===== src/rtl/counter_pkg.sv =====
// counter_pkg: shared direction/mode encodings and width helper for the up/down counter
package counter_pkg;
  localparam logic DIR_UP = 1'b1;
  localparam logic DIR_DOWN = 1'b0;
  localparam int MODE_WRAP = 0;
  localparam int MODE_SAT = 1;
  function automatic int clog2(input int v);
    int r;
    r = 1;
    while ((1 << r) < v) r++;
    return r;
  endfunction
endpackage


===== src/rtl/tick_gen.sv =====
// tick_gen: prescaler issuing one tick every PRESCALE enabled clocks
module tick_gen
  import counter_pkg::*;
#(
  parameter int PRESCALE = 1
) (
  input  logic clk,
  input  logic rst,
  input  logic en,
  input  logic clr,
  output logic tick
);
  localparam int PW = clog2(PRESCALE);
  localparam logic [PW-1:0] LAST = PW'(PRESCALE - 1);
  logic [PW-1:0] pre;
  assign tick = en && (pre == LAST);
  // prescaler phase: cleared by load, frozen while disabled, wraps after LAST
  always_ff @(posedge clk or posedge rst)
    if (rst) pre <= '0;
    else if (clr) pre <= '0;
    else if (en) pre <= tick ? '0 : pre + 1'b1;
endmodule


===== src/rtl/updown_counter_param.sv =====
// updown_counter_param: prescaled up/down counter with load, wrap/saturate and tc/step pulses
module updown_counter_param
  import counter_pkg::*;
#(
  parameter int WIDTH = 4,
  parameter int MOD_MAX = 2**WIDTH - 1,
  parameter int RESET_VAL = 0,
  parameter int SATURATE = MODE_WRAP,
  parameter int PRESCALE = 1
) (
  input  logic             clk,
  input  logic             rst,
  input  logic             en,
  input  logic             dir,
  input  logic             load,
  input  logic [WIDTH-1:0] load_val,
  output logic [WIDTH-1:0] count,
  output logic             tc,
  output logic             step
);
  localparam logic [WIDTH-1:0] MAX = WIDTH'(MOD_MAX);
  localparam logic [WIDTH-1:0] RV = WIDTH'(RESET_VAL);
  logic tick, at_edge;
  logic [WIDTH-1:0] nxt;
  tick_gen #(.PRESCALE(PRESCALE)) u_tick (
    .clk (clk),
    .rst (rst),
    .en  (en),
    .clr (load),
    .tick(tick)
  );
  // boundary is tested before the arithmetic so no natural overflow is relied on
  always_comb begin
    at_edge = (dir == DIR_UP) ? (count == MAX) : (count == '0);
    nxt = at_edge ? ((SATURATE == MODE_SAT) ? count : ((dir == DIR_UP) ? '0 : MAX))
                  : ((dir == DIR_UP) ? count + 1'b1 : count - 1'b1);
  end
  // count and pulse registers: load beats step, pulses last one cycle
  always_ff @(posedge clk or posedge rst)
    if (rst) begin
      count <= RV;
      tc <= 1'b0;
      step <= 1'b0;
    end else if (load) begin
      count <= (load_val > MAX) ? MAX : load_val;
      tc <= 1'b0;
      step <= 1'b0;
    end else begin
      count <= tick ? nxt : count;
      tc <= tick && at_edge;
      step <= tick;
    end
endmodule


===== config.mk =====
export PLATFORM = sky130hd
export DESIGN_NAME = updown_counter_param
export DESIGN_NICKNAME = d
export VERILOG_FILES = /design/src/rtl/counter_pkg.sv /design/src/rtl/tick_gen.sv /design/src/rtl/updown_counter_param.sv
export SDC_FILE = /design/constraint.sdc
export NUM_CORES = 1
export LEC_CHECK = 0
export ABC_CLOCK_PERIOD_IN_PS = 1900
export CAP_MARGIN = 20
export CELL_PAD_IN_SITES_DETAIL_PLACEMENT = 1
export CELL_PAD_IN_SITES_GLOBAL_PLACEMENT = 1
export CORE_AREA = 2 2 46 44
export CTS_CLUSTER_DIAMETER = 150
export DETAILED_ROUTE_END_ITERATION = 7
export DIE_AREA = 0 0 48 46
export GPL_TIMING_DRIVEN = 0
export PLACE_DENSITY = 0.72
export SETUP_SLACK_MARGIN = 0.5
export SLEW_MARGIN = 10
export SYNTH_ARGS = -nofsm -noshare
export SYNTH_HDL_FRONTEND = slang
export SYNTH_SLANG_ARGS = --single-unit

===== constraint.sdc =====
create_clock -name clk -period 1.9 [get_ports clk]
set_input_delay 0.57 -clock clk [delete_from_list [all_inputs] [get_ports clk]]
set_output_delay 0.57 -clock clk [all_outputs]
set_load 0.01 [all_outputs]

==> impl_metrics.ini, run 1 <==
[finish]
layout.cells.non_filler = 100
drive_gt1_share_pct = 50.7
fin_nets = 88
areaGrowthSynthToFinish_pct = 74.4
antenna_cells = 0

[critical_path]
cp-start-kind = input pin
worst_setup_path_end_kind = flop
criticalPathCategory = in2reg
worst_ep_required_time_ps = 2070
path_max_fanout = 3
cp.arrival_ps = 1990

[timing]
fin_crit_ps = 1820
worst-slew-pin-transition_ps = 247
period_share_pct = 95.8
max_freq_ghz = 0.549
setup_tns_ps = 0
holdWs_ps = 545
finalSetupViolCount = 0
setup_ws_ps = 79.3
rsz0062_at_grt = true
hold_viol = 0
fin_skew_ps = 2.34
relSlewSlack_pct = 83.3
finalMaxSlewViolations = 0

[placed_design]
hpwlAfterDp_um = 862
port_buffers = 14
place_congestion = 0.688
dp_slack_ps = -846
place_inst = 85

[power_and_ir_drop]
peakVddDrop_mv = 0.310
p_leak_nw = 0.348
power.density_nw_per_um2 = 660

[floorplanning]
row_count = 15
fp.dieH_um = 46
die_area_um2 = 2210
pin_count = 15
fp.coreArea_um2 = 1780
initial_core_util_pct = 25.3
die_x_um = 48

[global_route]
grt_pass1_vias = 465
grtUsageTotal_pct = 13.3
grt_overflow_total = 0
grt_max_degree = 11
grt_pass1_wl_um = 1960
antenna_found_initial = 0

[drt]
drc = 0
routed_wl_um = 1220
vias_per_cell = 4.56
vias = 456
ant_nets = 0
drt_first_pass_iters = 1
wl_per_cell_um = 12.2
initialDrtViolationCount = 0

[logic_synthesis]
synth_top_area_share_pct = 38.9
synth_fa_ha_area_share_pct = 10.0
yosys_warnings = 0
synth_top_family_by_area = compound AO/OA/AOI/OAI gates
synthTopCellsByArea = dfrtp_1 39%, ha_1 5.6%, o31ai_2 5.6%
synth_cells = 46
yosys.area_share.xor_xnor_pct = 3.89
async_flop_share_pct = 100
synth_top_cell_by_area = dfrtp_1
synth_compound_area_share_pct = 22.5
synth_edf_count = 0
syn-cell-area_um2 = 450
synth.distinct_cells = 27
synth-seq-cells = 7
synth.area.mux_share_pct = 0
syn_nets = 58
yosys-top-cells-count = 7 x dfrtp_1, 3 x a21oi_1, 3 x nand2_1, 3 x nor2_1, 3 x o21ai_0
syn_area_per_cell_um2 = 9.79
synth-main-ff-cell = dfrtp_1
synth_seq_area_share_pct = 38.9
yosys.area_share.simple_pct = 22.2
yosysMostFrequentCell = dfrtp_1

[clock_tree]
numCtsBuffers = 3
cts_buffer_depth = 2
hold_buffers = 0
htree_num_levels = 1
cts-root-buf = clkbuf_4
cts_tree = yes
clock_latency_ps = 250
clk_pin_slew_ps = 50
cts_sinks = 7

[hold_path]
min_path_type = in2async

[status]
outcome = finished clean

[job]
max-cap-violations = 0
state kept, by name (all words and copies together), names as in the netlist:
name / count
step: 1
count: 4
tc: 1
u_tick.pre: 1
final cells by class:
cell class                      count  area [um^2]
Inverter                            2         11.3
Clock buffer                        4         26.3
Multi-Input combinational cell     36          313
Tap cell                           25         31.3
Sequential cell                     7          179
Fill cell                         211          997
Buffer                              1         5.00
Timing Repair Buffer               25          220
cell usage in the layout, fill, tap and decap left out, types with 2 or more instances in the layout:
master	netlist	final
nand2b_1	2	2
dfrtp_2	0	3
nor2_1	3	3
buf_6	0	4
o21ai_0	3	2
buf_2	0	4
o31ai_2	2	2
dfrtp_1	7	4
buf_4	0	9
nand2_1	3	3
clkdlybuf4s50_1	0	6
a21oi_1	3	2
ha_4	0	2
clkbuf_4	0	3
through the flow:
step	power (mW)	util, %	area [um^2]
detailed placement	0.342	37.0	659
floorplan	0.274	-	488
global placement	0.337	37.0	659
global route	0.561	44.1	786
CTS	0.518	42.7	762
finish	0.518	44.1	786
critical path, cell delays in order:
cell and delay (ps):
buf_8 80, clkinvlp_4 120, ha_4 240, and3_4 170, or3_4 360, a2111o_1 380, o211ai_2 60
report_power, final:
part           internal [mW]  total, mW  switching [mW]  leakage (nW)
logic                  0.118      0.208          0.0900         0.249
clock network         0.0800      0.133          0.0531        0.0150
registers              0.164      0.177          0.0128        0.0843
total                  0.362      0.518           0.156         0.348
kinds of logic (layout without fill, tap and decap cells):
| kind of cell | Yosys count | count (layout) |
|---|---|---|
| simple gates | 18 | 18 |
| xor+xnor | 2 | 2 |
| buf+inv | 3 | 32 |
| compound gates | 13 | 13 |
| fa+ha+maj | 3 | 3 |
| flops | 7 | 7 |
per-layer routing:
metal | GRT usage [%] | wire (um) | share of wire (%) | up-vias
li1 | - | - | - | 223
met1 | 14.8 | 485 | 40 | 220
met2 | 22.7 | 659 | 54 | 13
met3 | 7.14 | 77 | 6.3 | 0
met4 | 1.62 | 0 | 0 | 0
met5 | 0 | 0 | 0 | -
repair_timing:
item                                    4_1_cts  5_1_grt
gates resized for setup                      42        3
buffers inserted                              9        2
pin swaps                                     4        5
endpoints found under the setup margin       13        7
cloned                                        0        0
worst paths after layout:
path	from	endpoint	slack, ps	cells past startpoint
worst max register to register	count[2]$_DFFE_PP0P_	count[3]$_DFFE_PP0P_	160	5
worst min register to register	u_tick.pre$_DFFE_PP0P_	u_tick.pre$_DFFE_PP0P_	610	1
min in group clk	en	u_tick.pre$_DFFE_PP0P_	550	2
worst min-delay path	rst	count[3]$_DFFE_PP0P_	540	2
max in group asynchronous	rst	count[1]$_DFFE_PP0P_	1130	2
worst max-delay path	dir	count[3]$_DFFE_PP0P_	80	7
Power figures use the tool's default switching activity.
==> inputs of run 2 (changes only) <==
--- a/config.mk
+++ b/config.mk
@@ -5,16 +5,17 @@
 export SDC_FILE = /design/constraint.sdc
 export NUM_CORES = 1
 export LEC_CHECK = 0
-export ABC_CLOCK_PERIOD_IN_PS = 1900
+export ABC_CLOCK_PERIOD_IN_PS = 2100
 export CAP_MARGIN = 20
-export CELL_PAD_IN_SITES_DETAIL_PLACEMENT = 1
-export CELL_PAD_IN_SITES_GLOBAL_PLACEMENT = 1
-export CORE_AREA = 2 2 46 44
+export CELL_PAD_IN_SITES_DETAIL_PLACEMENT = 0
+export CELL_PAD_IN_SITES_GLOBAL_PLACEMENT = 2
+export CORE_AREA = 2 2 47 44
 export CTS_CLUSTER_DIAMETER = 150
 export DETAILED_ROUTE_END_ITERATION = 7
-export DIE_AREA = 0 0 48 46
+export DIE_AREA = 0 0 49 46
 export GPL_TIMING_DRIVEN = 0
-export PLACE_DENSITY = 0.72
+export PLACE_DENSITY = 0.81
+export REMOVE_ABC_BUFFERS = 1
 export SETUP_SLACK_MARGIN = 0.5
 export SLEW_MARGIN = 10
 export SYNTH_ARGS = -nofsm -noshare
==> constraint.sdc (replaced) <==
create_clock -name clk -period 2.1 [get_ports clk]
set_input_delay 0.63 -clock clk [delete_from_list [all_inputs] [get_ports clk]]
set_output_delay 0.63 -clock clk [all_outputs]
set_load 0.01 [all_outputs]
==> impl_metrics.ini, run 2 (synthesis results as in run 1) <==
[global_route]
grt_pass1_vias = 409
met3_usage_pct = 4.93
antenna_found_initial = 0
grt_overflow_total = 0
grtUsageTotal_pct = 10.4
grt-busiest-layer = met2
grt_max_degree = 13
grt_pass1_wl_um = 1730
met2_usage_pct = 17.0
met1_usage_pct = 12.9

[critical_path]
cp.arrival_ps = 1970
r2r-start = count[2]$_DFFE_PP0P_
cp-start-kind = input pin
worst_setup_path_end_kind = flop
crit_family = compound AO/OA/AOI/OAI gates
ff2ff_path_depth = 5
path_cells = buf_8 > inv_8 > ha_4 > a21o_1 > or3_4 > a2111o_1 > o211ai_2
worst_ep_required_time_ps = 2280
cp.depth = 7
max_stage_delay_ps = 380
criticalPathCategory = in2reg
critPathBufInv = 2
cpMaxStageDelayCell = a2111o_1
path_max_fanout = 3
r2r_setup_slack_ps = 340
r2r_end = count[3]$_DFFE_PP0P_

[timing]
fin_skew_ps = 1.11
relSlewSlack_pct = 68.9
setup_ws_ps = 310
fin_crit_ps = 1790
finalSetupViolCount = 0
rsz0062_at_grt = true
hold_viol = 0
worst-slew-pin-transition_ps = 466
max_freq_ghz = 0.559
setup_tns_ps = 0
period_share_pct = 85.3
finalMaxSlewViolations = 0

[drt]
wl_per_cell_um = 10.4
vias = 435
initialDrtViolationCount = 5
drc = 0
ant_nets = 0
drt_first_pass_iters = 4
vias_per_cell = 4.58
routed_wl_um = 985

[job]
max-cap-violations = 0

[placed_design]
dp_slack_ps = -689
place_congestion = 0.704
port_buffers = 14
place_inst = 84
place_area_um2 = 618
hpwlAfterDp_um = 687

[finish]
fin_nets = 83
final_common_cell = buf_4
drive_gt1_share_pct = 35.7
layout.cells.non_filler = 95
areaGrowthSynthToFinish_pct = 63.9
largest_reg_flops = 4
utilization_pct = 40.5
antenna_cells = 0
final_cell_mix = 7 x buf_4, 6 x clkdlybuf4s50_1, 4 x dfrtp_1, 4 x dlygate4sd2_1
final_area_um2 = 738
regMostFlops = count

[clock_tree]
clock_latency_ps = 250
htree_num_levels = 1
cts_tree = yes
cts_sinks = 7
cts-root-buf = clkbuf_4
hold_buffers = 0
numCtsBuffers = 3
clk_pin_slew_ps = 50
cts_buffer_depth = 2

[hold_path]
hold_path_end = u_tick.pre$_DFFE_PP0P_
min_path_cells = 1
min_path_type = reg2reg
worstHoldStart = u_tick.pre$_DFFE_PP0P_

[floorplanning]
row_count = 15
fp.dieH_um = 46
die_x_um = 49
initial_core_util_pct = 24.7
pin_count = 15
fp.coreArea_um2 = 1820
die_area_um2 = 2250

[power_and_ir_drop]
peakVddDrop_mv = 0.437
power.density_nw_per_um2 = 595
p_leak_nw = 0.329

[status]
outcome = finished clean
run 2: cell count changes in the layout (fill, tap and decap cells not counted), sizes merged:
| cell | before | now |
|---|---|---|
| clkinvlp | 1 | 0 |
| dlygate4sd2 | 0 | 4 |
| inv | 1 | 2 |
| clkdlybuf4s15 | 0 | 1 |
| buf | 18 | 8 |
run 2: timing repair:
action / CTS / global route
gates resized for setup: 26 / 2
endpoints found under the setup margin: 11 / 5
buffers inserted: 7 / 0
pin swaps: 5 / 0
run 2: worst register-to-register path: cells and delay by family (launching register included):
family / cells / cell delay [ps]
AOI/OAI and AO/OA: 3 / 620
DFF: 1 / 440
and+or+nand+nor: 1 / 370
adders and majority gates: 1 / 250
run 2: worst max path at each step:
stage | start | slack (ps) | endpoint
floorplan | dir | -8 | count[3]$_DFFE_PP0P_
global placement | dir | -690 | count[3]$_DFFE_PP0P_
detailed placement | dir | -690 | count[3]$_DFFE_PP0P_
CTS | dir | 320 | count[3]$_DFFE_PP0P_
global route | dir | 260 | count[3]$_DFFE_PP0P_
finish | dir | 310 | count[3]$_DFFE_PP0P_
run 2: power breakdown:
group	internal (mW)	total (mW)	switching (mW)	leakage, nW
sequential	0.149	0.161	0.0121	0.0843
clock	0.0725	0.122	0.0498	0.0150
combinational	0.0867	0.157	0.0700	0.230
run 2: layer usage:
| layer | vias up | part of all wire (%) |
|---|---|---|
| met5 | - | 0 |
| met3 | 0 | 4.4 |
| met4 | 0 | 0 |
| met1 | 207 | 49 |
| met2 | 11 | 46 |
| li1 | 217 | - |
run 2: layout make-up:
cell class | instances | area, um^2
tap | 25 | 31.3
inverter | 2 | 15.0
timing repair buffer | 21 | 190
sequential | 7 | 179
fill | 198 | 1080
clock buffer | 4 | 26.3
multi-input combinational | 36 | 297
run 2: per-stage QoR:
| step | power, mW | hold WS (ps) |
|---|---|---|
| 3_3_place_gp | 0.289 | 542 |
| 6_report | 0.440 | 574 |
| 3_5_place_dp | 0.289 | 552 |
| 4_1_cts | 0.444 | 573 |
| 2_1_floorplan | 0.232 | 433 |
| 5_1_grt | 0.469 | 591 |
